$ cat config.mk
export PLATFORM = sky130hd
export DESIGN_NAME = cipher_frame_packer_flat
export DESIGN_NICKNAME = d
export VERILOG_FILES = /design/src/rtl/cipher_frame_packer_pkg.sv /design/src/rtl/cipher_frame_packer_if.sv /design/src/rtl/cipher_frame_packer_byte_fifo.sv /design/src/rtl/cipher_frame_packer.sv /design/src/flat_wrapper.sv
export SDC_FILE = /design/constraint.sdc
export NUM_CORES = 1
export LEC_CHECK = 0
export CAP_MARGIN = 10
export CORE_MARGIN = 2
export CORE_UTILIZATION = 59
export CTS_BUF_LIST = sky130_fd_sc_hd__clkbuf_8
export DETAILED_ROUTE_END_ITERATION = 12
export PLACE_DENSITY = 0.82
export SLEW_MARGIN = 15
export SYNTH_ARGS = -nofsm -noshare
export SYNTH_HDL_FRONTEND = slang
export SYNTH_HIERARCHICAL = 1
export SYNTH_SLANG_ARGS = --single-unit
$ cat constraint.sdc
create_clock -name clk -period 2.6 [get_ports clk]
set_clock_uncertainty 0.1 [all_clocks]
set_input_delay 0.39 -clock clk [delete_from_list [all_inputs] [get_ports clk]]
set_output_delay 0.39 -clock clk [all_outputs]
set_load 0.01 [all_outputs]
$ cat src/rtl/cipher_frame_packer_pkg.sv
// Shared definitions for the cipher output framing path: default SYNC
// marker and the framer state encoding (also used by the cipher top level).
package cipher_frame_packer_pkg;

  localparam logic [7:0] SYNC_BYTE_DEFAULT = 8'hA5;

  typedef enum logic [2:0] {
    ST_IDLE    = 3'd0,
    ST_SYNC    = 3'd1,
    ST_LEN     = 3'd2,
    ST_PAYLOAD = 3'd3,
    ST_CSUM    = 3'd4
  } frame_state_e;

endpackage

$ cat src/rtl/cipher_frame_packer_if.sv
// Byte-wide valid/ready stream. The master drives valid/data, the slave
// drives ready. For the cipher input side ready is only advisory: the
// cipher has a fixed cadence and does not stall on it.
interface cipher_frame_packer_if;

  logic       valid;
  logic       ready;
  logic [7:0] data;

  modport master (output valid, output data, input ready);
  modport slave  (input valid, input data, output ready);

endinterface

$ cat src/rtl/cipher_frame_packer_byte_fifo.sv
// Small synchronous byte FIFO with first-word look-ahead on head.
// DEPTH must be a power of two (>= 2) so the pointers wrap naturally.
// Overflow policy lives in the parent; push must only be asserted when
// the FIFO is not full.
module byte_fifo #(
  parameter int DEPTH = 4
) (
  input  logic                     clk,
  input  logic                     rst_n,
  input  logic                     push,
  input  logic [7:0]               push_data,
  input  logic                     pop,
  output logic [7:0]               head,
  output logic [$clog2(DEPTH):0]   count,
  output logic                     full,
  output logic                     empty
);

  localparam int PW = $clog2(DEPTH);
  localparam int CW = PW + 1;

  logic [7:0]    mem [DEPTH];
  logic [PW-1:0] wr_ptr;
  logic [PW-1:0] rd_ptr;

  // Storage array; no reset needed since count gates every read.
  always_ff @(posedge clk) begin
    if (push) begin
      mem[wr_ptr] <= push_data;
    end
  end

  // Pointer and occupancy bookkeeping; simultaneous push/pop keeps count.
  always_ff @(posedge clk or negedge rst_n) begin
    if (!rst_n) begin
      wr_ptr <= '0;
      rd_ptr <= '0;
      count  <= '0;
    end else begin
      if (push) begin
        wr_ptr <= wr_ptr + PW'(1);
      end
      if (pop) begin
        rd_ptr <= rd_ptr + PW'(1);
      end
      case ({push, pop})
        2'b10:   count <= count + CW'(1);
        2'b01:   count <= count - CW'(1);
        default: count <= count;
      endcase
    end
  end

  assign head  = mem[rd_ptr];
  assign full  = (count == CW'(DEPTH));
  assign empty = (count == '0);

endmodule

$ cat src/rtl/cipher_frame_packer.sv
// Frames buffered cipher bytes as SYNC, LENGTH, payload, XOR checksum on a
// back-pressured byte stream. Partial frames are closed by a flush pulse.
module cipher_frame_packer
  import cipher_frame_packer_pkg::*;
#(
  parameter int         FRAME_LEN  = 4,
  parameter int         FIFO_DEPTH = 4,
  parameter logic [7:0] SYNC_BYTE  = SYNC_BYTE_DEFAULT
) (
  input  logic                  clk,
  input  logic                  rst_n,
  cipher_frame_packer_if.slave  in_bus,
  cipher_frame_packer_if.master out_bus,
  input  logic                  flush,
  output logic                  overflow,
  output logic [7:0]            frame_count
);

  localparam int CW = $clog2(FIFO_DEPTH) + 1;
  localparam logic [CW-1:0] FRAME_LEN_C = CW'(FRAME_LEN);

  logic [CW-1:0] fifo_count;
  logic          fifo_full;
  logic          fifo_empty;
  logic [7:0]    fifo_head;
  logic          push;
  logic          pop;

  frame_state_e  state_q, state_d;
  logic          out_valid_q, out_valid_d;
  logic [7:0]    out_data_q, out_data_d;
  logic [CW-1:0] plen_q, plen_d;
  logic [CW-1:0] rem_q, rem_d;
  logic [7:0]    acc_q, acc_d;
  logic [7:0]    frame_count_q, frame_count_d;
  logic          flush_pend_q, flush_pend_d;
  logic          overflow_q;
  logic          handshake;
  logic          launch;

  assign push          = in_bus.valid && !fifo_full;
  assign in_bus.ready  = !fifo_full;
  assign handshake     = out_valid_q && out_bus.ready;
  assign launch        = (fifo_count >= FRAME_LEN_C) || (flush_pend_q && !fifo_empty);

  assign out_bus.valid = out_valid_q;
  assign out_bus.data  = out_data_q;
  assign overflow      = overflow_q;
  assign frame_count   = frame_count_q;

  byte_fifo #(.DEPTH(FIFO_DEPTH)) u_fifo (
    .clk       (clk),
    .rst_n     (rst_n),
    .push      (push),
    .push_data (in_bus.data),
    .pop       (pop),
    .head      (fifo_head),
    .count     (fifo_count),
    .full      (fifo_full),
    .empty     (fifo_empty)
  );

  // Sticky drop flag: a byte arriving while full is lost even if a pop frees space this cycle.
  always_ff @(posedge clk or negedge rst_n) begin
    if (!rst_n) begin
      overflow_q <= 1'b0;
    end else if (in_bus.valid && fifo_full) begin
      overflow_q <= 1'b1;
    end
  end

  // Framer next-state, output byte, checksum and pop decisions.
  always_comb begin
    state_d       = state_q;
    out_valid_d   = out_valid_q;
    out_data_d    = out_data_q;
    plen_d        = plen_q;
    rem_d         = rem_q;
    acc_d         = acc_q;
    frame_count_d = frame_count_q;
    flush_pend_d  = flush_pend_q || flush;
    pop           = 1'b0;

    case (state_q)
      ST_IDLE: begin
        if (launch) begin
          plen_d       = (fifo_count >= FRAME_LEN_C) ? FRAME_LEN_C : fifo_count;
          acc_d        = '0;
          out_data_d   = SYNC_BYTE;
          out_valid_d  = 1'b1;
          flush_pend_d = flush;
          state_d      = ST_SYNC;
        end else if (fifo_empty) begin
          flush_pend_d = flush;
        end
      end
      ST_SYNC: begin
        if (handshake) begin
          out_data_d = 8'(plen_q);
          state_d    = ST_LEN;
        end
      end
      ST_LEN: begin
        if (handshake) begin
          pop        = 1'b1;
          out_data_d = fifo_head;
          acc_d      = acc_q ^ fifo_head;
          rem_d      = plen_q - CW'(1);
          state_d    = ST_PAYLOAD;
        end
      end
      ST_PAYLOAD: begin
        if (handshake) begin
          if (rem_q != '0) begin
            pop        = 1'b1;
            out_data_d = fifo_head;
            acc_d      = acc_q ^ fifo_head;
            rem_d      = rem_q - CW'(1);
          end else begin
            out_data_d = acc_q;
            state_d    = ST_CSUM;
          end
        end
      end
      ST_CSUM: begin
        if (handshake) begin
          out_valid_d   = 1'b0;
          frame_count_d = frame_count_q + 8'd1;
          state_d       = ST_IDLE;
        end
      end
      default: begin
        out_valid_d = 1'b0;
        state_d     = ST_IDLE;
      end
    endcase
  end

  // Framer state registers; reset abandons any frame in flight.
  always_ff @(posedge clk or negedge rst_n) begin
    if (!rst_n) begin
      state_q       <= ST_IDLE;
      out_valid_q   <= 1'b0;
      out_data_q    <= '0;
      plen_q        <= '0;
      rem_q         <= '0;
      acc_q         <= '0;
      frame_count_q <= '0;
      flush_pend_q  <= 1'b0;
    end else begin
      state_q       <= state_d;
      out_valid_q   <= out_valid_d;
      out_data_q    <= out_data_d;
      plen_q        <= plen_d;
      rem_q         <= rem_d;
      acc_q         <= acc_d;
      frame_count_q <= frame_count_d;
      flush_pend_q  <= flush_pend_d;
    end
  end

endmodule

$ cat src/flat_wrapper.sv
// flat-port wrapper written by rule: the top's interface ports become plain ports
module cipher_frame_packer_flat import cipher_frame_packer_pkg::*;
#(
  parameter int         FRAME_LEN  = 4,
  parameter int         FIFO_DEPTH = 4,
  parameter logic [7:0] SYNC_BYTE  = SYNC_BYTE_DEFAULT
)
  (clk, rst_n, flush, overflow, frame_count, in_bus_valid, in_bus_data, in_bus_ready, out_bus_valid, out_bus_data, out_bus_ready);
  cipher_frame_packer_if in_bus_i ();
  cipher_frame_packer_if out_bus_i ();
  input  logic clk;
  input  logic rst_n;
  input  logic flush;
  output logic overflow;
  output logic [7:0] frame_count;
  input wire logic [$bits(in_bus_i.valid)-1:0] in_bus_valid;
  input wire logic [$bits(in_bus_i.data)-1:0] in_bus_data;
  output wire logic [$bits(in_bus_i.ready)-1:0] in_bus_ready;
  output wire logic [$bits(out_bus_i.valid)-1:0] out_bus_valid;
  output wire logic [$bits(out_bus_i.data)-1:0] out_bus_data;
  input wire logic [$bits(out_bus_i.ready)-1:0] out_bus_ready;
  assign in_bus_i.valid = in_bus_valid;
  assign in_bus_i.data = in_bus_data;
  assign in_bus_ready = in_bus_i.ready;
  assign out_bus_valid = out_bus_i.valid;
  assign out_bus_data = out_bus_i.data;
  assign out_bus_i.ready = out_bus_ready;
  cipher_frame_packer #(.FRAME_LEN(FRAME_LEN), .FIFO_DEPTH(FIFO_DEPTH), .SYNC_BYTE(SYNC_BYTE)) u_core (.clk(clk), .rst_n(rst_n), .in_bus(in_bus_i), .out_bus(out_bus_i), .flush(flush), .overflow(overflow), .frame_count(frame_count));
endmodule
======== Yosys cells after proc, flatten, opt, wreduce, memory -nomap -nowiden ========
Memories as Yosys holds them, arrays and structs flattened.
Cells that the tools add are included.
word-level totals
  bits of input ports ..................... 13
  word-level logic and storage cells ...... 96
  register bits ........................... 43
  memories kept ........................... 1
  bits in writable memories ............... 32
  output and inout port bits .............. 19
memories
  name               depth  width  read ports  clocked after memory_dff  write ports  RTL line                             RTL
  u_core.u_fifo.mem  4      8      1           0                         1            cipher_frame_packer_byte_fifo.sv:22  logic [7:0] mem [DEPTH];
operators by class
  mux-type cells .......................... 36
  reductions and logical operators ........ 23
  $lt $le $gt $ge ......................... 1
  bitwise gates (word level) .............. 2
  add/subtract/negate cells ............... 7
  eq/ne operators ......................... 14
operator list
  cell                                                                    count
  8-bit 2-to-1 mux                                                        9
  8-bit case mux with 4 select lines                                      1
  3-bit 2-to-1 mux                                                        10
  8-bit case mux with 3 select lines                                      1
  3-bit case mux with 5 select lines                                      1
  2-bit by 1-bit != test with 1-bit output (second input constant)        6
  3-bit case mux with 2 select lines                                      2
  1-bit 2-to-1 mux                                                        10
  5-bit AND reduction                                                     2
  3-bit by 1-bit subtractor with 3-bit output (second input constant)     3
  8-bit by 1-bit adder with 8-bit output (second input constant)          1
  8-bit XOR                                                               1
  3-bit by 2-bit equality test with 1-bit output (second input constant)  2
  3-bit equality test (second input constant)                             2
  3-bit logical NOT                                                       2
  6-bit AND reduction                                                     1
  3-bit nonzero test                                                      2
  2-bit by 1-bit adder with 2-bit output (second input constant)          2
  1-bit logical AND                                                       4
  2-bit AND reduction                                                     2
  4-bit AND reduction                                                     1
  2-bit nonzero test                                                      2
  4-bit nonzero test                                                      1
  3-bit by 1-bit adder with 3-bit output (second input constant)          1
  other kinds (12)                                                        14

======== Depth between registers and ports, before layout ========
Gate-level depths: netlist of the first run.
  depth in word-level cells ............... 6
  gate-level depth with buffers ........... 10
  depth with buffers taken out ............ 10

======== Cells and area by module ========
The synthesis of the first run kept the hierarchy.
by module, submodules not included
  module               seq. area each (sq um)  cells each  instances  area each (sq um)
  cipher_frame_packer  900.9                   179         1          1934.4
  byte_fifo            1136.1                  78          1          1552.7

======== Least setup slack after synthesis of the first run ========
No wires, ideal clock.
  path kind ............................... register to register
  from .................................... register u_core.rem_q[0]
  to ...................................... register u_core.u_fifo.count[2]
  stages on the path, launching flop included .. 10
  setup time .............................. 0.128 ns
  arrival ................................. 1.852 ns
  path slack .............................. 0.520 ns
  period minus slack after synthesis ...... 2.080 ns
  required time ........................... 2.372 ns
  buffers on the path ..................... 0
  cell sequence ........................... dfrtp_1 -> or4b_4 -> nand2_2 -> inv_2 -> ha_1 -> inv_1 -> fa_1 -> xor2_1 -> nor2_1 -> xor2_1
between the ends
  cells in the longest elaborated chain, start to end .. 6
  elaborated cells on any way between the ends .. 8
  classes of those cells .................. 2 x eq/ne; 4 x mux; 2 x reduce/logical
ends and longest elaborated chain
  element                                                                                       RTL line                             RTL
  start, declared                                                                               cipher_frame_packer.sv:33            logic [CW-1:0] rem_q, rem_d;
  start signal, assigned                                                                        cipher_frame_packer.sv:155           rem_q <= rem_d;
  3-bit nonzero test *                                                                          cipher_frame_packer.sv:114           if (rem_q != '0) begin
  1-bit 2-to-1 mux *                                                                            cipher_frame_packer.sv:114
  1-bit 2-to-1 mux *                                                                            cipher_frame_packer.sv:113           if (handshake) begin
  1-bit case mux with 2 select lines *                                                          cipher_frame_packer.sv:84            case (state_q)
  via u_core.pop                                                                                cipher_frame_packer.sv:27            logic pop;
  2-bit by 1-bit equality test with 1-bit output / 2-bit equality test (equally long branches)  cipher_frame_packer_byte_fifo.sv:46  case ({push, pop})
  3-bit case mux with 2 select lines / 2-bit nonzero test (equally long branches)               n/a
  end signal, assigned                                                                          cipher_frame_packer_byte_fifo.sv:47  2'b10: count <= count + CW'(1);
  end signal, assigned                                                                          cipher_frame_packer_byte_fifo.sv:48  2'b01: count <= count - CW'(1);
  end signal, assigned                                                                          cipher_frame_packer_byte_fifo.sv:49  default: count <= count;
  end, declared                                                                                 cipher_frame_packer_byte_fifo.sv:14  output logic [$clog2(DEPTH):0] count,
The timed path passes the listed nets; every way through them passes the cells marked *.
A chain may end at the register's enable or synchronous reset.

======== Worst setup path in the final report of the first run ========
  from .................................... input port out_bus_ready
  to ...................................... register u_core.u_fifo.count[2]
between the ends
  cells in the longest elaborated chain, start to end .. 5
  elaborated cells on any way between the ends .. 8
  classes of those cells .................. 2 x eq/ne; 4 x mux; 2 x reduce/logical
ends and longest elaborated chain
  element                                                                                       RTL line                                                RTL
  start, declared                                                                               flat_wrapper.sv:21                                      input wire logic [$bits(out_bus_i.ready)-1:0] out_bus_ready;
  1-bit logical AND *                                                                           cipher_frame_packer.sv:43                               assign handshake = out_valid_q && out_bus.ready;
  1-bit 2-to-1 mux, on equally long branches                                                    cipher_frame_packer.sv:113, cipher_frame_packer.sv:104
  1-bit case mux with 2 select lines *                                                          cipher_frame_packer.sv:84
  via u_core.pop                                                                                cipher_frame_packer.sv:27
  2-bit by 1-bit equality test with 1-bit output / 2-bit equality test (equally long branches)  cipher_frame_packer_byte_fifo.sv:46
  3-bit case mux with 2 select lines / 2-bit nonzero test (equally long branches)               n/a
Marked as above.

==> results of run 1 <==
==> cells by family after synthesis <==
family / Yosys count / share of synthesized area
flip-flops: 75 / 0.584
AND/OR/NAND/NOR: 73 / 0.130
AO/OA/AOI/OAI: 46 / 0.0994
multiplexers: 22 / 0.0922
buffers and inverters: 20 / 0.0312
XOR/XNOR: 13 / 0.0327
adder cells (fa/ha/maj): 8 / 0.0309
==> final timing paths <==
| kind | startpoint | end | slack [ns] | depth (start not counted) |
|---|---|---|---|---|
| hold / removal | rst_n | u_core/frame_count[7]$_DFFE_PN0P_ | 0.01 | 2 |
| hold reg to reg | u_core/overflow$_DFFE_PN0P_ | u_core/overflow$_DFFE_PN0P_ | 0.37 | 1 |
| setup reg to reg | u_core/rem_q[0]$_DFFE_PN0P_ | u_core/u_fifo/count[2]$_DFFE_PN0P_ | 0.45 | 9 |
| setup / recovery | out_bus_ready | u_core/u_fifo/count[2]$_DFFE_PN0P_ | 0.37 | 10 |
| min in group clk | u_core/overflow$_DFFE_PN0P_ | u_core/overflow$_DFFE_PN0P_ | 0.37 | 1 |
| max in group asynchronous | rst_n | u_core/overflow$_DFFE_PN0P_ | 2.01 | 2 |
==> state kept, by name (all words and copies together) (netlist names) <==
signal and cells:
u_core/u_fifo/mem 32, u_core/acc_q 8, u_core/frame_count 8, u_core/out_bus.data 8, u_core/plen_q 3, u_core/rem_q 3, u_core/state_q 3, u_core/u_fifo/count 3
u_core/u_fifo/rd_ptr 2, u_core/u_fifo/wr_ptr 2, u_core/flush_pend_q 1, u_core/out_bus.valid 1, u_core/overflow 1
==> stage by stage <==
stage | cell area, sq um | power (W)
final | 4040 | 0.00453
after global routing | 4040 | 0.00486
after CTS | 4040 | 0.00458
after detailed placement | 3880 | 0.00383
after global placement | 3880 | 0.00374
after floorplan | 3490 | 0.00328
==> placed cells by master, fill, tap and decap left out, types with 8 or more instances in the layout <==
cell             instances
nand2_1                 19
mux4_2                   8
edfxtp_1                32
nand2b_1                11
buf_4                    8
inv_1                   11
o21ai_1                  9
mux2i_1                 13
clkbuf_8                 9
dfrtp_1                 43
clkdlybuf4s50_1         30
==> routing by layer <==
layer | part of all wire | vias to the layer above
met5 | 0 | -
met4 | 0.010 | 0
met3 | 0.041 | 7
met2 | 0.51 | 44
met1 | 0.44 | 1090
li1 | - | 1028
==> worst max-delay path, cell delays in order <==
cell	delay, ns
clkdlybuf4s50_1	0.56
and4b_1	0.27
nand2_2	0.08
inv_2	0.07
ha_1	0.17
inv_1	0.06
fa_1	0.37
xor2_1	0.15
nor2_1	0.12
xor2_1	0.16
==> power by group through the flow <==
stage                     sequential, W  clock, W  combinational [W]
final                           0.00194  0.000725            0.00186
after global routing            0.00200  0.000810            0.00206
after CTS                       0.00195  0.000755            0.00188
after detailed placement        0.00197         0            0.00186
after global placement          0.00194         0            0.00180
after floorplan                 0.00186         0            0.00142
==> area by class of cell <==
class	instances	area [sq um]
clock buffer	9	124
timing repair buffer	39	365
clock inverter	7	36.3
sequential	75	2040
multi-input combinational	162	1340
fill	429	1770
tap	75	93.8
inverter	12	45.0
==> metrics, run 1 <==
Routed WL 6140 um; status finished, final reports clean; GRT Resource Usage Total 0.214; clock sink count 75; internal power 0.00289 W; initial antenna violation count 0; NetSw 0.00164 W; number of setup buffers added after CTS 0; Combinational Power Share 0.411; ANT cells 0; IO Pins 32; Max Buffers Root-to-Sink 2; sequential share of power 0.429; critical path type in -> reg; maximum vdd drop 0.000660 V; Port Buffers 31; Post-Synthesis Cells 257; TritonCTS Buffers 9; core area 5820 sq um; Synth area leader dfrtp_1; fin worst setup slack 0.373 ns; Worst Tran Pin Value 0.592 ns; Post-DP HPWL 4430 um; die area 6540 sq um; Required @ worst endpoint 2.76 ns; Max-cap violations 0; wire per inst 16.2 um; Die X 80.9 um; # DRC 0; most frequent cells after synthesis dfrtp_1 (43), edfxtp_1 (32), nand2_1 (19); Setup Viol. Count Final 0; Place WS 0.0321 ns; grt ovf 0; Die H 80.9 um; met2 usage 0.341; Layout area overhead 15.9%; prevailing post-synth register cell dfrtp_1; CP max FO 4; Slew Viols, Final 0; Seq/Total Area, Yosys 0.584; Hold Worst Slack 0.0147 ns; Ys Warns 6; fin crit share 0.857; HP Class in -> async; first-pass GRT wire length 10300 um; Net Count, Synth 278; Site Rows 28; placed cell count 363; GR peak layer met2; Synth top area share 0.309; RSZ-0062 raised after global routing no; largest cells by area after synthesis dfrtp_1 (31%), edfxtp_1 (28%), mux4_2 (5.2%); Starting Density 0.600; clock network power share 0.160; Syn Std Cell Area 3490 sq um; CTS resizes 0; Nets 320; Worst setup SP type input pin; routability congestion estimate 0.840; crit end category register; H-tree levels 3; Crit path arrival time 2.39 ns; library cells used by synthesis 59; Layout Cells excl Fill 379; Via Count 2169; Leakage 1.68 nW; Final min period 2.23 ns; synthesis-stage register bit count 75; clock latency on the worst-skew pair 0.34 ns; Root Buffer Master clkbuf_8; Fmax 449 MHz; drt pass-1 iters 4; Post-synth EDFFs 32; Avg Inst Size Synth 13.6 sq um; P per Cell Area 1120 nW/um^2; Reg clk slew, reported paths 0.07 ns; final core occ 0.695; largest net degree at the start of global routing 44; fraction of registers with async set or reset after synthesis 0.573; layout cells sized above 1 0.158; vias in the first global route 2122; grt met1 use 0.279; Via density 5.72; Setup TNS 0 ns; GR Util met3 0.0689; Slew HR 0.605; final hold violation count 0; remaining antenna violation count 0; Sw Share 0.362; iteration-0 DRC count of the detailed router 120; CTS hold repair buffers 0; CTS tree yes; top-count cell post-synth dfrtp_1
Power figures use the tool's default switching activity.
==> run 2, diff against run 1 <==
--- a/config.mk
+++ b/config.mk
@@ -6,11 +6,13 @@
 export NUM_CORES = 1
 export LEC_CHECK = 0
 export CAP_MARGIN = 10
+export CELL_PAD_IN_SITES_DETAIL_PLACEMENT = 0
+export CELL_PAD_IN_SITES_GLOBAL_PLACEMENT = 1
 export CORE_MARGIN = 2
-export CORE_UTILIZATION = 59
+export CORE_UTILIZATION = 49
 export CTS_BUF_LIST = sky130_fd_sc_hd__clkbuf_8
 export DETAILED_ROUTE_END_ITERATION = 12
-export PLACE_DENSITY = 0.82
+export PLACE_DENSITY_LB_ADDON = 0.1
 export SLEW_MARGIN = 15
 export SYNTH_ARGS = -nofsm -noshare
 export SYNTH_HDL_FRONTEND = slang
==> metrics, run 2 (synthesis gave the netlist of run 1 again) <==
Routed WL 6370 um (+3.9%); grt ovf 0 (unchanged); iteration-0 DRC count of the detailed router 77 (-36%); WP buf/inv 2 (-1); critical path type reg -> reg; most frequent cells in the layout dfrtp_1 (43), edfxtp_1 (32), clkdlybuf4s50_1 (30); maximum vdd drop 0.000595 V (-9.9%); Setup TNS 0 ns (unchanged); filler instances 601 (+40%); CTS resizes 0 (unchanged); Fmax 461 MHz (+2.7%); clock sink count 75 (unchanged); vias in the first global route 2080 (-2.0%); Crit path arrival time 2.30 ns (-0.09 ns); H-tree levels 3 (unchanged); CP peak stage delay 0.56 ns (about the same); largest net degree at the start of global routing 31 (-30%); Worst Tran Pin Value 0.569 ns (-0.0226 ns); initial antenna violation count 0 (unchanged); final core occ 0.602 (-0.0935); die area 7810 sq um (+19%); Site Rows 30 (+7.1%); P per Cell Area 1130 nW/um^2 (+1.2%); status finished, final reports clean; Worst setup SP type register; Largest Register u_core/u_fifo/mem; worst path cell trace or4b_4 > nand2_2 > inv_2 > ha_1 > inv_1 > fa_1 > xor2_1 > nor2_1 > xor2_1; slowest cell on the critical path or4b_4; HP Class in -> async; fin crit share 0.834 (-0.0222); final hold violation count 0 (unchanged); crit end category register; CP top delay family simple AND/OR/NAND/NOR gates; Slew Viols, Final 0 (unchanged); Layout area overhead 17.9%; Root Buffer Master clkbuf_8; Final min period 2.17 ns (-0.0578 ns); ANT cells 0 (unchanged); Top cell by count, worst path xor2_1; drt pass-1 iters 4 (unchanged); Slew HR 0.621 (+0.0151); TritonCTS Buffers 9 (unchanged); CP max FO 5 (+1); Leakage 1.70 nW (+1.2%); RSZ-0062 raised after global routing no; most common cell after layout, fill and taps aside dfrtp_1; Post-DP HPWL 4430 um (about the same); layout cells sized above 1 0.167 (+0.00932); remaining antenna violation count 0 (unchanged); # DRC 0 (unchanged); Port Buffers 31 (unchanged); Layout Cells excl Fill 401 (+5.8%); Starting Density 0.510 (-0.0892); clock latency on the worst-skew pair 0.35 ns (about the same); placed cell count 384 (+5.8%); IO Pins 32 (unchanged); wire per inst 15.9 um (-1.8%); Required @ worst endpoint 2.73 ns (-0.03 ns); Setup Viol. Count Final 0 (unchanged); max reg flops 32 (unchanged); Nets 321 (+0.31%); number of setup buffers added after CTS 0 (unchanged); Via density 5.30 (-7.4%); GRT Resource Usage Total 0.175 (-0.0388); first-pass GRT wire length 10200 um (-1.0%); Die X 88.4 um (+9.2%); Max-cap violations 0 (unchanged); Reg clk slew, reported paths 0.09 ns (+0.02 ns); Via Count 2124 (-2.1%); Hold Worst Slack 0.356 ns (+0.342 ns); core area 6830 sq um (+17%); Max Buffers Root-to-Sink 2 (unchanged); CTS tree yes; routability congestion estimate 0.799 (-4.9%); Die H 88.4 um (+9.2%)
==> run 2: power by group <==
part	switching, W	leakage (nW)	internal, W
clock	0.000495	0.0962	0.000375
combinational	0.000937	0.790	0.000925
sequential	0.000306	0.814	0.00162
==> run 2: per-layer routing <==
layer  global-route usage  up-vias  wire, um
met5                    0        -         0
met4               0.0799        0        73
met3               0.0317        6       175
met2                0.287       38      3110
met1                0.229     1047      3020
li1                     -     1033         -
==> run 2: path summary, 6_finish.rpt <==
kind	start	endpoint	slack (ns)	depth (start not counted)
worst max-delay path	u_core/rem_q[0]$_DFFE_PN0P_	u_core/u_fifo/count[2]$_DFFE_PN0P_	0.43	9
worst min-delay path	rst_n	u_core/out_bus.data[6]$_DFFE_PN0P_	0.36	2
worst max register to register	u_core/rem_q[0]$_DFFE_PN0P_	u_core/u_fifo/count[2]$_DFFE_PN0P_	0.43	9
worst min register to register	u_core/overflow$_DFFE_PN0P_	u_core/overflow$_DFFE_PN0P_	0.37	1
max in group asynchronous	rst_n	u_core/u_fifo/wr_ptr[1]$_DFFE_PN0P_	1.33	3
min in group clk	u_core/overflow$_DFFE_PN0P_	u_core/overflow$_DFFE_PN0P_	0.37	1
==> run 2: area by class of cell <==
class | count | area (sq um) | share of cell area
Sequential cell | 75 | 2040 | 0.496
Multi-Input combinational cell | 162 | 1340 | 0.326
Timing Repair Buffer | 40 | 375 | 0.0913
Clock buffer | 9 | 124 | 0.0301
Tap cell | 96 | 120 | 0.0292
Clock inverter | 7 | 67.6 | 0.0164
Inverter | 12 | 45.0 | 0.0110
==> run 2: through the flow <==
stage	cell area (sq um)	setup slack (ns)	power, W
3_5_place_dp	3910	0.122	0.00382
3_3_place_gp	3910	0.145	0.00378
4_1_cts	4110	0.405	0.00470
2_1_floorplan	3490	0.520	0.00328
6_report	4110	0.431	0.00466
5_1_grt	4110	0.302	0.00497
==> run 2: repair_timing <==
| item | in CTS | in global routing |
|---|---|---|
| hold buffers | 1 | 0 |
| hold endpoints to repair | 13 | 0 |
| setup endpoints to repair | 0 | 0 |
==> run 3, diff against run 2 <==
==> constraint.sdc (replaced) <==
create_clock -name clk -period 2.26 [get_ports clk]
set_clock_uncertainty 0.1 [all_clocks]
set_input_delay 0.339 -clock clk [delete_from_list [all_inputs] [get_ports clk]]
set_output_delay 0.339 -clock clk [all_outputs]
set_load 0.01 [all_outputs]
==> metrics, run 3 (synthesis gave the netlist of run 1 again) <==
Via Count 2163 (+1.8%); Setup Viol. Count Final 0 (unchanged); Root Buffer Master clkbuf_8; TritonCTS Buffers 9 (unchanged); grt ovf 0 (unchanged); Reg clk slew, reported paths 0.09 ns (about the same); Layout Cells excl Fill 413 (+3.0%); Largest Register u_core/u_fifo/mem; Required @ worst endpoint 2.39 ns (-0.34 ns); H-tree levels 3 (unchanged); first-pass GRT wire length 11200 um (+9.9%); Layout area overhead 21.8%; crit end category register; # DRC 0 (unchanged); sequential share of power 0.382 (-0.031); Critical R2R Capture u_core/u_fifo/count[2]$_DFFE_PN0P_; most frequent cells in the layout dfrtp_1 (43), edfxtp_1 (32), clkdlybuf4s50_1 (30); Max-cap violations 0 (unchanged); placed cell count 396 (+3.1%); final core occ 0.622 (+0.0200); reg2reg setup slack 0.15 ns (-0.28 ns); Setup TNS 0 ns (unchanged); ANT cells 0 (unchanged); GRT Resource Usage Total 0.190 (+0.0143); FF-to-FF path depth 9 (unchanged); internal power 0.00358 W (+23%); status finished, final reports clean; iteration-0 DRC count of the detailed router 96 (+25%); remaining antenna violation count 0 (unchanged); drt pass-1 iters 4 (unchanged); Port Buffers 31 (unchanged); Sw Share 0.359 (-0.0139); RR Startpoint u_core/rem_q[2]$_DFFE_PN0P_; largest net degree at the start of global routing 26 (-16%); Hold Path Origin u_core/overflow$_DFFE_PN0P_; Final min period 2.11 ns (-0.0629 ns); hold endpoint u_core/overflow$_DFFE_PN0P_; clock latency on the worst-skew pair 0.35 ns (about the same); IO Pins 32 (unchanged); HP Class reg -> reg; Post-DP HPWL 4700 um (+6.0%); Slew Viols, Final 0 (unchanged); RSZ-0062 raised after global routing no; Nets 333 (+3.7%); Die X 88.4 um (unchanged); most common cell after layout, fill and taps aside dfrtp_1; Starting Density 0.510 (unchanged); die area 7810 sq um (unchanged); core area 6830 sq um (unchanged); vias in the first global route 2222 (+6.8%); final hold violation count 0 (unchanged); CTS resizes 0 (unchanged); clock network power share 0.196 (+0.009); Routed WL 6540 um (+2.6%); critical path type reg -> reg; CP max FO 5 (unchanged); Die H 88.4 um (unchanged); Slew HR 0.608 (-0.0122); filler instances 566 (-5.8%); Worst Hold Depth 1; NetSw 0.00201 W (+16%); Worst Tran Pin Value 0.588 ns (+0.0184 ns); routability congestion estimate 0.826 (+3.4%); CTS tree yes; PnR Total Power 0.00560 W (+20%); max reg flops 32 (unchanged); initial antenna violation count 0 (unchanged); wire per inst 15.8 um (-0.36%); Site Rows 30 (unchanged); fin crit share 0.932 (+0.0977); Max Buffers Root-to-Sink 2 (unchanged); clock sink count 75 (unchanged); Worst setup SP type register; P per Cell Area 1320 nW/um^2 (+16%); Combinational Power Share 0.422 (+0.022); Fmax 475 MHz (+3.0%); Crit path arrival time 2.23 ns (-0.07 ns); Leakage 1.78 nW (+4.5%); Via density 5.24 (-1.1%); layout cells sized above 1 0.199 (+0.0315); maximum vdd drop 0.000533 V (-10%)
==> run 3: changes by cell type in the layout (fill, tap and decap cells not counted), sizes merged <==
cell    change
buf        +12
bufinv      +1
clkinv      -1
==> run 3: area by class of cell <==
class                           count  area (sq um)  share of cell area
Clock buffer                        9           124              0.0292
Clock inverter                      7          88.8              0.0209
Inverter                           12          45.0              0.0106
Multi-Input combinational cell    162          1340               0.316
Sequential cell                    75          2040               0.480
Tap cell                           96           120              0.0283
Timing Repair Buffer               52           490               0.115
==> run 3: worst max-delay path: stages (launching register included) <==
cell and delay (ns):
dfrtp_1 0.43, or4b_4 0.54, nand2_2 0.10, inv_2 0.04, ha_1 0.18, inv_1 0.07
fa_1 0.17, xor2_1 0.15, nor2_1 0.06, xor2_1 0.14
==> run 3: worst max path at each step <==
stage / startpoint / to / slack (ns)
2_1_floorplan: u_core/rem_q[0]$_DFFE_PN0P_ / u_core/u_fifo/count[2]$_DFFE_PN0P_ / 0.18
3_3_place_gp: out_bus_ready / u_core/u_fifo/count[2]$_DFFE_PN0P_ / -0.07
3_5_place_dp: out_bus_ready / u_core/u_fifo/count[2]$_DFFE_PN0P_ / -0.11
4_1_cts: u_core/rem_q[2]$_DFFE_PN0P_ / u_core/u_fifo/count[2]$_DFFE_PN0P_ / 0.15
5_1_grt: u_core/rem_q[2]$_DFFE_PN0P_ / u_core/u_fifo/count[2]$_DFFE_PN0P_ / 0.008
6_report: u_core/rem_q[2]$_DFFE_PN0P_ / u_core/u_fifo/count[2]$_DFFE_PN0P_ / 0.15
==> run 3: repair_timing <==
item,4_1_cts,5_1_grt
endpoints found under the hold margin,24,0
setup buffers,0,0
hold buffers,1,0
==> run 3: metal layers <==
metal | global-route usage | vias to the layer above | wire length (um)
li1 | - | 1061 | -
met1 | 0.256 | 1054 | 3010
met2 | 0.313 | 38 | 3260
met3 | 0.0345 | 10 | 206
met4 | 0.0620 | 0 | 67
met5 | 0 | - | 0
==> run 3: power by group through the flow <==
stage | Sequential [W] | Clock, W | Combinational [W]
finish | 0.00214 | 0.00110 | 0.00236
global route | 0.00219 | 0.00120 | 0.00264
CTS | 0.00214 | 0.00113 | 0.00239
detailed placement | 0.00217 | 0 | 0.00237
global placement | 0.00215 | 0 | 0.00234
floorplan | 0.00214 | 0 | 0.00163
==> run 3: stage by stage <==
| stage | instance area (sq um) | setup WS, ns | hold slack, ns |
|---|---|---|---|
| 3_5_place_dp | 4020 | -0.110 | 0.280 |
| 5_1_grt | 4250 | 0.00841 | 0.384 |
| 3_3_place_gp | 4020 | -0.0667 | 0.280 |
| 6_report | 4250 | 0.154 | 0.370 |
| 2_1_floorplan | 3490 | 0.180 | -0.0566 |
| 4_1_cts | 4250 | 0.146 | 0.380 |
